### src/rtl/ram_arbiter.sv
// ram_arbiter: shares one RAM port between KANAELE cache channels
// (0 = BC, 1 = DC, 2 = VC).
// One transaction at a time: IDLE picks a winner and captures its request.
// ZUGRIFF holds the RAM strobe until RAMFertig. RUECKGABE pulses the
// winner's KanalFertig bit and presents the result on DatenAusgabe.
// Optional macro RAM_ARBITER_ROUNDROBIN_EN: when defined, arbitration is
// round-robin; when undefined, it is fixed priority (lowest index wins).
// Ports:
//   Clock, Reset (async, active-low)
//   KanalSchreiben/KanalLesen  per-channel write/read requests
//   KanalAdresse/KanalDaten    packed per-channel address / write data
//   LeseDaten, RAMFertig       RAM read data and one-cycle completion
//   DatenAusgabe, KanalFertig  shared result bus, one-hot completion
//   Schreiben, Lesen, Adresse, SchreibDaten, WriteMask  RAM side
module ram_arbiter #(
   parameter int unsigned KANAELE        = 3,
   parameter int unsigned ADR_BREITE     = 23,
   parameter int unsigned RAM_ADR_BREITE = 26,
   parameter int unsigned DATEN_BREITE   = 32
) (
   input  logic                            Clock,
   input  logic                            Reset,
   input  logic [KANAELE-1:0]              KanalSchreiben,
   input  logic [KANAELE-1:0]              KanalLesen,
   input  logic [KANAELE*ADR_BREITE-1:0]   KanalAdresse,
   input  logic [KANAELE*DATEN_BREITE-1:0] KanalDaten,
   input  logic [DATEN_BREITE-1:0]         LeseDaten,
   input  logic                            RAMFertig,
   output logic [DATEN_BREITE-1:0]         DatenAusgabe,
   output logic [KANAELE-1:0]              KanalFertig,
   output logic                            Schreiben,
   output logic                            Lesen,
   output logic [RAM_ADR_BREITE-1:0]       Adresse,
   output logic [DATEN_BREITE-1:0]         SchreibDaten,
   output logic [DATEN_BREITE/8-1:0]       WriteMask
);

   localparam int unsigned IDX_W = (KANAELE > 1) ? $clog2(KANAELE) : 1;

   typedef enum logic [2:0] {
      S_IDLE      = 3'b001,
      S_ZUGRIFF   = 3'b010,
      S_RUECKGABE = 3'b100
   } state_t;

   state_t                      r_state, w_state_nxt;
   logic [IDX_W-1:0]            r_idx, w_idx_nxt;
   logic                        r_wr, w_wr_nxt;
   logic [ADR_BREITE-1:0]       r_adr, w_adr_nxt;
   logic [DATEN_BREITE-1:0]     r_daten, w_daten_nxt;
   logic                        r_schreiben, w_schreiben_nxt;
   logic                        r_lesen, w_lesen_nxt;
   logic [RAM_ADR_BREITE-1:0]   r_adresse, w_adresse_nxt;
   logic [DATEN_BREITE-1:0]     r_schreib_daten, w_schreib_daten_nxt;
   logic [KANAELE-1:0]          r_kanal_fertig, w_kanal_fertig_nxt;
   logic [DATEN_BREITE-1:0]     r_daten_aus, w_daten_aus_nxt;

   logic [KANAELE-1:0]          w_req;
   logic                        w_any;
   logic [IDX_W-1:0]            w_win;
   logic [ADR_BREITE-1:0]       w_sel_adr;
   logic [DATEN_BREITE-1:0]     w_sel_daten;

   // A channel asking for both operations is still just one request.
   assign w_req = KanalSchreiben | KanalLesen;
   assign w_any = |w_req;

`ifdef RAM_ARBITER_ROUNDROBIN_EN
   logic [IDX_W-1:0] r_rr_ptr;
   logic [IDX_W-1:0] w_cand;

   // Round-robin: walk distances KANAELE..1 from the last winner so the
   // closest requesting channel after it is the last one assigned.
   always_comb begin : win_sel
      w_win  = '0;
      w_cand = '0;
      for (int k = int'(KANAELE); k >= 1; k--) begin
         w_cand = IDX_W'((int'(r_rr_ptr) + k) % int'(KANAELE));
         if (w_req[w_cand]) w_win = w_cand;
      end
   end

   // Pointer moves only when a transaction is granted.
   always_ff @(posedge Clock or negedge Reset) begin : rr_ptr_reg
      if (!Reset) begin
         r_rr_ptr <= IDX_W'(KANAELE - 1);
      end else if ((r_state == S_IDLE) && w_any) begin
         r_rr_ptr <= w_win;
      end
   end
`else
   // Fixed priority: descending scan leaves the lowest requester.
   always_comb begin : win_sel
      w_win = '0;
      for (int k = int'(KANAELE) - 1; k >= 0; k--) begin
         if (w_req[k]) w_win = IDX_W'(k);
      end
   end
`endif

   // Select the winner's address and write data slices.
   always_comb begin : slice_sel
      w_sel_adr   = '0;
      w_sel_daten = '0;
      for (int k = 0; k < int'(KANAELE); k++) begin
         if (IDX_W'(k) == w_win) begin
            w_sel_adr   = KanalAdresse[k*ADR_BREITE +: ADR_BREITE];
            w_sel_daten = KanalDaten[k*DATEN_BREITE +: DATEN_BREITE];
         end
      end
   end

   // Next state plus next values of the registered outputs.
   always_comb begin : fsm_nxt
      w_state_nxt         = r_state;
      w_idx_nxt           = r_idx;
      w_wr_nxt            = r_wr;
      w_adr_nxt           = r_adr;
      w_daten_nxt         = r_daten;
      w_schreiben_nxt     = 1'b0;
      w_lesen_nxt         = 1'b0;
      w_adresse_nxt       = '0;
      w_schreib_daten_nxt = '0;
      w_kanal_fertig_nxt  = '0;
      w_daten_aus_nxt     = r_daten_aus;
      case (r_state)
         S_IDLE: begin
            if (w_any) begin
               w_state_nxt         = S_ZUGRIFF;
               w_idx_nxt           = w_win;
               w_wr_nxt            = KanalSchreiben[w_win];
               w_adr_nxt           = w_sel_adr;
               w_daten_nxt         = w_sel_daten;
               w_schreiben_nxt     = KanalSchreiben[w_win];
               w_lesen_nxt         = ~KanalSchreiben[w_win];
               w_adresse_nxt       = RAM_ADR_BREITE'(w_sel_adr);
               w_schreib_daten_nxt = w_sel_daten;
            end
         end
         S_ZUGRIFF: begin
            if (RAMFertig) begin
               w_state_nxt        = S_RUECKGABE;
               w_kanal_fertig_nxt = KANAELE'(1) << r_idx;
               w_daten_aus_nxt    = r_wr ? r_daten : LeseDaten;
            end else begin
               w_schreiben_nxt     = r_wr;
               w_lesen_nxt         = ~r_wr;
               w_adresse_nxt       = RAM_ADR_BREITE'(r_adr);
               w_schreib_daten_nxt = r_daten;
            end
         end
         S_RUECKGABE: begin
            w_state_nxt = S_IDLE;
         end
         default: begin
            w_state_nxt = S_IDLE;
         end
      endcase
   end

   // State, captured request and output registers.
   always_ff @(posedge Clock or negedge Reset) begin : state_reg
      if (!Reset) begin
         r_state         <= S_IDLE;
         r_idx           <= '0;
         r_wr            <= 1'b0;
         r_adr           <= '0;
         r_daten         <= '0;
         r_schreiben     <= 1'b0;
         r_lesen         <= 1'b0;
         r_adresse       <= '0;
         r_schreib_daten <= '0;
         r_kanal_fertig  <= '0;
         r_daten_aus     <= '0;
      end else begin
         r_state         <= w_state_nxt;
         r_idx           <= w_idx_nxt;
         r_wr            <= w_wr_nxt;
         r_adr           <= w_adr_nxt;
         r_daten         <= w_daten_nxt;
         r_schreiben     <= w_schreiben_nxt;
         r_lesen         <= w_lesen_nxt;
         r_adresse       <= w_adresse_nxt;
         r_schreib_daten <= w_schreib_daten_nxt;
         r_kanal_fertig  <= w_kanal_fertig_nxt;
         r_daten_aus     <= w_daten_aus_nxt;
      end
   end

   assign Schreiben    = r_schreiben;
   assign Lesen        = r_lesen;
   assign Adresse      = r_adresse;
   assign SchreibDaten = r_schreib_daten;
   assign KanalFertig  = r_kanal_fertig;
   assign DatenAusgabe = r_daten_aus;
   assign WriteMask    = '1;

endmodule

### config.mk
export PLATFORM = sky130hd
export DESIGN_NAME = ram_arbiter
export DESIGN_NICKNAME = d
export VERILOG_FILES = /design/src/rtl/ram_arbiter.sv
export SDC_FILE = /design/constraint.sdc
export NUM_CORES = 1
export LEC_CHECK = 0
export CAP_MARGIN = 30
export CORE_UTILIZATION = 40
export CTS_BUF_LIST = sky130_fd_sc_hd__clkbuf_16
export DETAILED_ROUTE_END_ITERATION = 8
export PLACE_DENSITY = 0.77
export SYNTH_ARGS = -nofsm -noshare
export SYNTH_HDL_FRONTEND = slang
export SYNTH_SLANG_ARGS = --single-unit
### constraint.sdc
create_clock -name Clock -period 2.3 [get_ports Clock]
set_input_delay 0.23 -clock Clock [delete_from_list [all_inputs] [get_ports Clock]]
set_output_delay 0.23 -clock Clock [all_outputs]
set_load 0.02 [all_outputs]
## Word level (Yosys, flattened, before mapping)

Cells that the tools add are included.

- Output and inout port bits: 99
- Flip-flop bits (word level): 156
- Bits of input ports: 206

- Reductions and logical operators: 5
- Shift-type cells: 1
- $lt $le $gt $ge: 1
- Muxes and demuxes: 29
- Equal/unequal tests: 6
- Bitwise logic cells: 3

Operator list:

| operator | number |
|---|---|
| $mux W32 | 6 |
| $mux W23 | 5 |
| $pmux W32 S2 | 1 |
| $pmux W23 S2 | 1 |
| $mux W3 | 4 |
| $mux W2 | 3 |
| $pmux W3 S2 | 1 |
| $reduce_and A2 Y1 | 3 |
| $mux W1 | 5 |
| $ne A2 B2 Y1 const B | 2 |
| $pmux W1 S2 | 2 |
| $eq A3 B1 Y1 const B | 1 |
| $eq A3 B2 Y1 const B | 1 |
| $lt A2 B3 Y1 const B | 1 |
| $or A3 B3 Y3 | 1 |
| $reduce_or A3 Y1 | 1 |
| $shl A1 B2 Y3 const A | 1 |
| $bmux W1 S2 | 1 |
| $eq A1 B2 Y1 const A | 1 |
| $eq A2 B2 Y1 const A | 1 |
| $logic_not A2 Y1 | 1 |
| $not A1 Y1 | 2 |

## Longest topological paths before layout

- Word-level depth: 10
- Depth in mapped cells: 8
- Gate-level depth less buffers: 6

## Least setup slack after synthesis

Ideal clock, no wire load.

- Path type: register -> register
- Start point: register r_state[0]
- End point: register r_daten[30]
- Library setup time: 0.104 ns
- Stages on the path, launching flop included: 7
- Data required time: 2.196 ns
- Period minus slack after synthesis: 1.672 ns
- Arrival: 1.568 ns
- Slack: 0.628 ns
- Path through: dfstp_2 > or3b_1 > clkbuf_1 > buf_2 > a21oi_1 > nor2_1 > a221oi_1

- Cells in the longest elaborated chain, start to end: 2

Ends and longest elaborated chain:

| element | RTL line | text |
|---|---|---|
| start, declared | 46 | `state_t r_state, w_state_nxt;` |
| start signal, assigned | 176 | `r_state <= w_state_nxt;` |
| $eq A3 B1 Y1 | 126 | `case (r_state)` |
| $reduce_and A2 Y1 (no line) | -- |  |
| end signal, assigned | 180 | `r_daten <= w_daten_nxt;` |
| end, declared | 50 | `logic [DATEN_BREITE-1:0] r_daten, w_daten_nxt;` |

Every way passes these cells.
A chain may end at the register's enable or synchronous reset.

## Worst setup path in the final report

Ends and elaborated chain as after synthesis.

==> flow_metrics.tcl <==
set metrics [dict create \
    cts.repair.resized 0 \
    start_util 0.414 \
    relSlewSlack 0.658 \
    synth_cells 689 \
    drt_wl_total_mm 22.0 \
    async_reset_ff_frac 1.00 \
    core-area_um2 16800 \
    drc 0 \
    worstPathRequired_ps 2610 \
    timing.final.crit_share 0.816 \
    r2r.worst_path.cells 5 \
    synth_area_per_cell_um2 10.1 \
    nets 1173 \
    cts.path.max_buffers 2 \
    via_per_inst 5.39 \
    startpoint_type "flip-flop" \
    final.setup.tns_ps 0 \
    finalSetupViolCount 0 \
    worstReg2RegEnd "r_daten[30]" \
    finalCriticalPeriod_ps 1880 \
    clk_latency_ps 420 \
    maxCapViolations 0 \
    multi_input_area_um2 2820 \
    max_clock_freq_mhz 533 \
    ys_types 34 \
    area_growth_pct 55.3 \
    dieArea_um2 17900 \
    synthFlopType "dfrtp_1" \
    endpoint_kind "flip-flop" \
    ys_warn_count 0 \
    seq_area_frac_synth 0.552 \
    rrSetupSlack_ps 420 \
    antenna_found_initial 0 \
    finalPower_mw 13.1 \
    grt_util_all_layers 0.248 \
    drive_above_1_share 0.0653 \
    ant_nets 0 \
    postCtsSetupBuffers 0 \
    cts_made_buffers 17 \
    first_global_vias 6442 \
    regArea_um2 3830 \
    io_buffer_count 297 \
    synth.largest_area_cell "dfrtp_1" \
    grt-ovfl-total 0 \
    rows 47 \
    die_x_um 134 \
    gp_congestion 0.799 \
    synth_top_area_frac 0.548 \
    outcome "completed" \
    dieHeight_um 134 \
    rsz0062_at_grt "no" \
    htree_levels 4 \
    n_antenna_cell 0 \
    hp-class "primary input to asynchronous set/reset pin" \
    ios 305 \
    routedWlPerCell_um 18.4 \
    worst_slew_pin_slew_ps 513 \
    cp_max_fo 29 \
    cts_tree "done" \
    drt_iter0_markers 332 \
    fin_skew_ps 6.44 \
    crit_end "r_daten[30]" \
    cts.sink_count 153 \
    ir_worst_vdd_mv 0.623 \
    fillers 1358 \
    synth_edf_count 0 \
    grt_pass1_wl_mm 33.9 \
    critPathLaunch "r_state[0]" \
    cts.clk_slew.worst_paths_ps 60 \
    rr_startpoint "r_state[0]" \
    drtPass1Iterations 5 \
    cp.arrival_ps 2190 \
    slew_viol_final 0 \
    p_leak_nw 5.24 \
    cts_root_buffer "clkbuf_16" \
    synth_area_leaders "dfrtp_1 (55%), a21o_1 (12%), nand3_1 (7.8%)" \
    hpwl_mm 15.2 \
    hold_viol 0 \
    critPathKind "flip-flop to flip-flop" \
    ys_ff_latch 153 \
    via_count 6473 \
    power_density_nw_per_um2 1210 \
    grt_max_degree 57 \
    netlist_area_um2 6940 \
]
[Yosys cell counts (5+ instances only)]
library cell  number
a21o_1           109
a21oi_1           37
a31oi_1           54
buf_1              5
buf_2             11
buf_4              8
buf_6              5
clkbuf_1          37
dfrtp_1          152
mux2i_1           32
nand2_1           60
nand3_1          108
nor2_1            40
[final cells by class]
| type | count | share of cell area |
|---|---|---|
| clock buffer | 17 | 0.0395 |
| clock inverter | 15 | 0.0142 |
| inverter | 2 | 0.000696 |
| multi-input combinational | 473 | 0.261 |
| sequential | 153 | 0.355 |
| tap | 220 | 0.0255 |
| timing repair buffer | 320 | 0.304 |
[power by group]
group	internal, mW	total [mW]	switching (mW)
clock	1.59	2.71	1.12
combinational	2.81	5.76	2.95
sequential	3.90	4.58	0.679
total	8.31	13.1	4.75
[timing repair]
| item | 4_1_cts | 5_1_grt |
|---|---|---|
| hold buffers | 1 | 0 |
| setup endpoints to repair | 0 | 0 |
| endpoints found under the hold margin | 49 | 0 |
[worst min path at each step]
stage                                  end  slack [ps]  cells after the start
after floorplan                 Adresse[0]         -70                      0
after global placement         Adresse[15]         220                      1
after detailed placement       Adresse[13]         220                      1
after CTS                      Adresse[13]         340                      2
after global routing           r_daten[27]         380                      2
final                     DatenAusgabe[28]         330                      2
[flip-flops by register name (all words and copies together) (netlist names)]
register      count
Adresse          23
DatenAusgabe     32
KanalFertig       3
Lesen             1
SchreibDaten     32
Schreiben         1
r_adr            23
r_daten          32
r_idx             2
r_state           3
r_wr              1
[metrics by stage]
stage	instance area, um2	setup slack (ps)	utilization	hold WS (ps)	cells
6_report	10800	424	0.643	335	1200
5_1_grt	10800	329	0.643	379	1200
2_1_floorplan	6960	628	-	-65.6	694
3_5_place_dp	10200	276	0.608	224	1167
3_3_place_gp	10200	310	0.608	221	1167
4_1_cts	10800	422	0.643	338	1200
[layer usage]
metal,up-vias,wire length [um],track usage
met1,3152,8680,0.291
met3,39,1930,0.0769
met5,-,0,0
met2,275,10900,0.425
met4,0,525,0.0928
li1,3007,-,-
[critical path, stage by stage (launching register included)]
cell and delay, ps:
dfstp_2 530, or3b_2 450, buf_4 250, a21oi_1 280
nor2_1 70, a221oi_1 200
[cell usage in the layout, fill, tap and decap left out, types with 2 or more instances in the layout]
cell type	synthesis	layout
bufinv_16	0	2
clkdlybuf4s50_1	0	296
conb_1	2	7
buf_12	0	10
o21ai_1	2	2
nor2b_1	2	2
clkbuf_16	0	17
or2_2	1	3
a31oi_1	54	54
nand3_1	108	108
clkinvlp_4	0	5
a21o_1	109	109
clkinv_1	0	2
mux2i_1	32	32
nand2_1	60	60
inv_6	0	2
inv_1	2	2
clkinv_4	0	3
buf_4	8	12
dfrtp_1	152	151
nor2_1	40	39
a21oi_1	37	37
a221oi_1	2	2
o21ai_0	2	2
nand2b_1	2	2
nor3b_1	2	2
[logic make-up (layout without fill, tap and decap cells)]
| group | count (synthesis) | count (layout) | share of synthesized area |
|---|---|---|---|
| AO/OA/AOI/OAI | 210 | 210 | 0.203 |
| multiplexers | 32 | 32 | 0.0461 |
| other | 2 | 7 | 0.00108 |
| AND/OR/NAND/NOR | 224 | 224 | 0.150 |
| buffers and inverters | 68 | 354 | 0.0485 |
| flip-flops | 153 | 153 | 0.552 |
No activity file was read; power rests on OpenSTA's default activity.
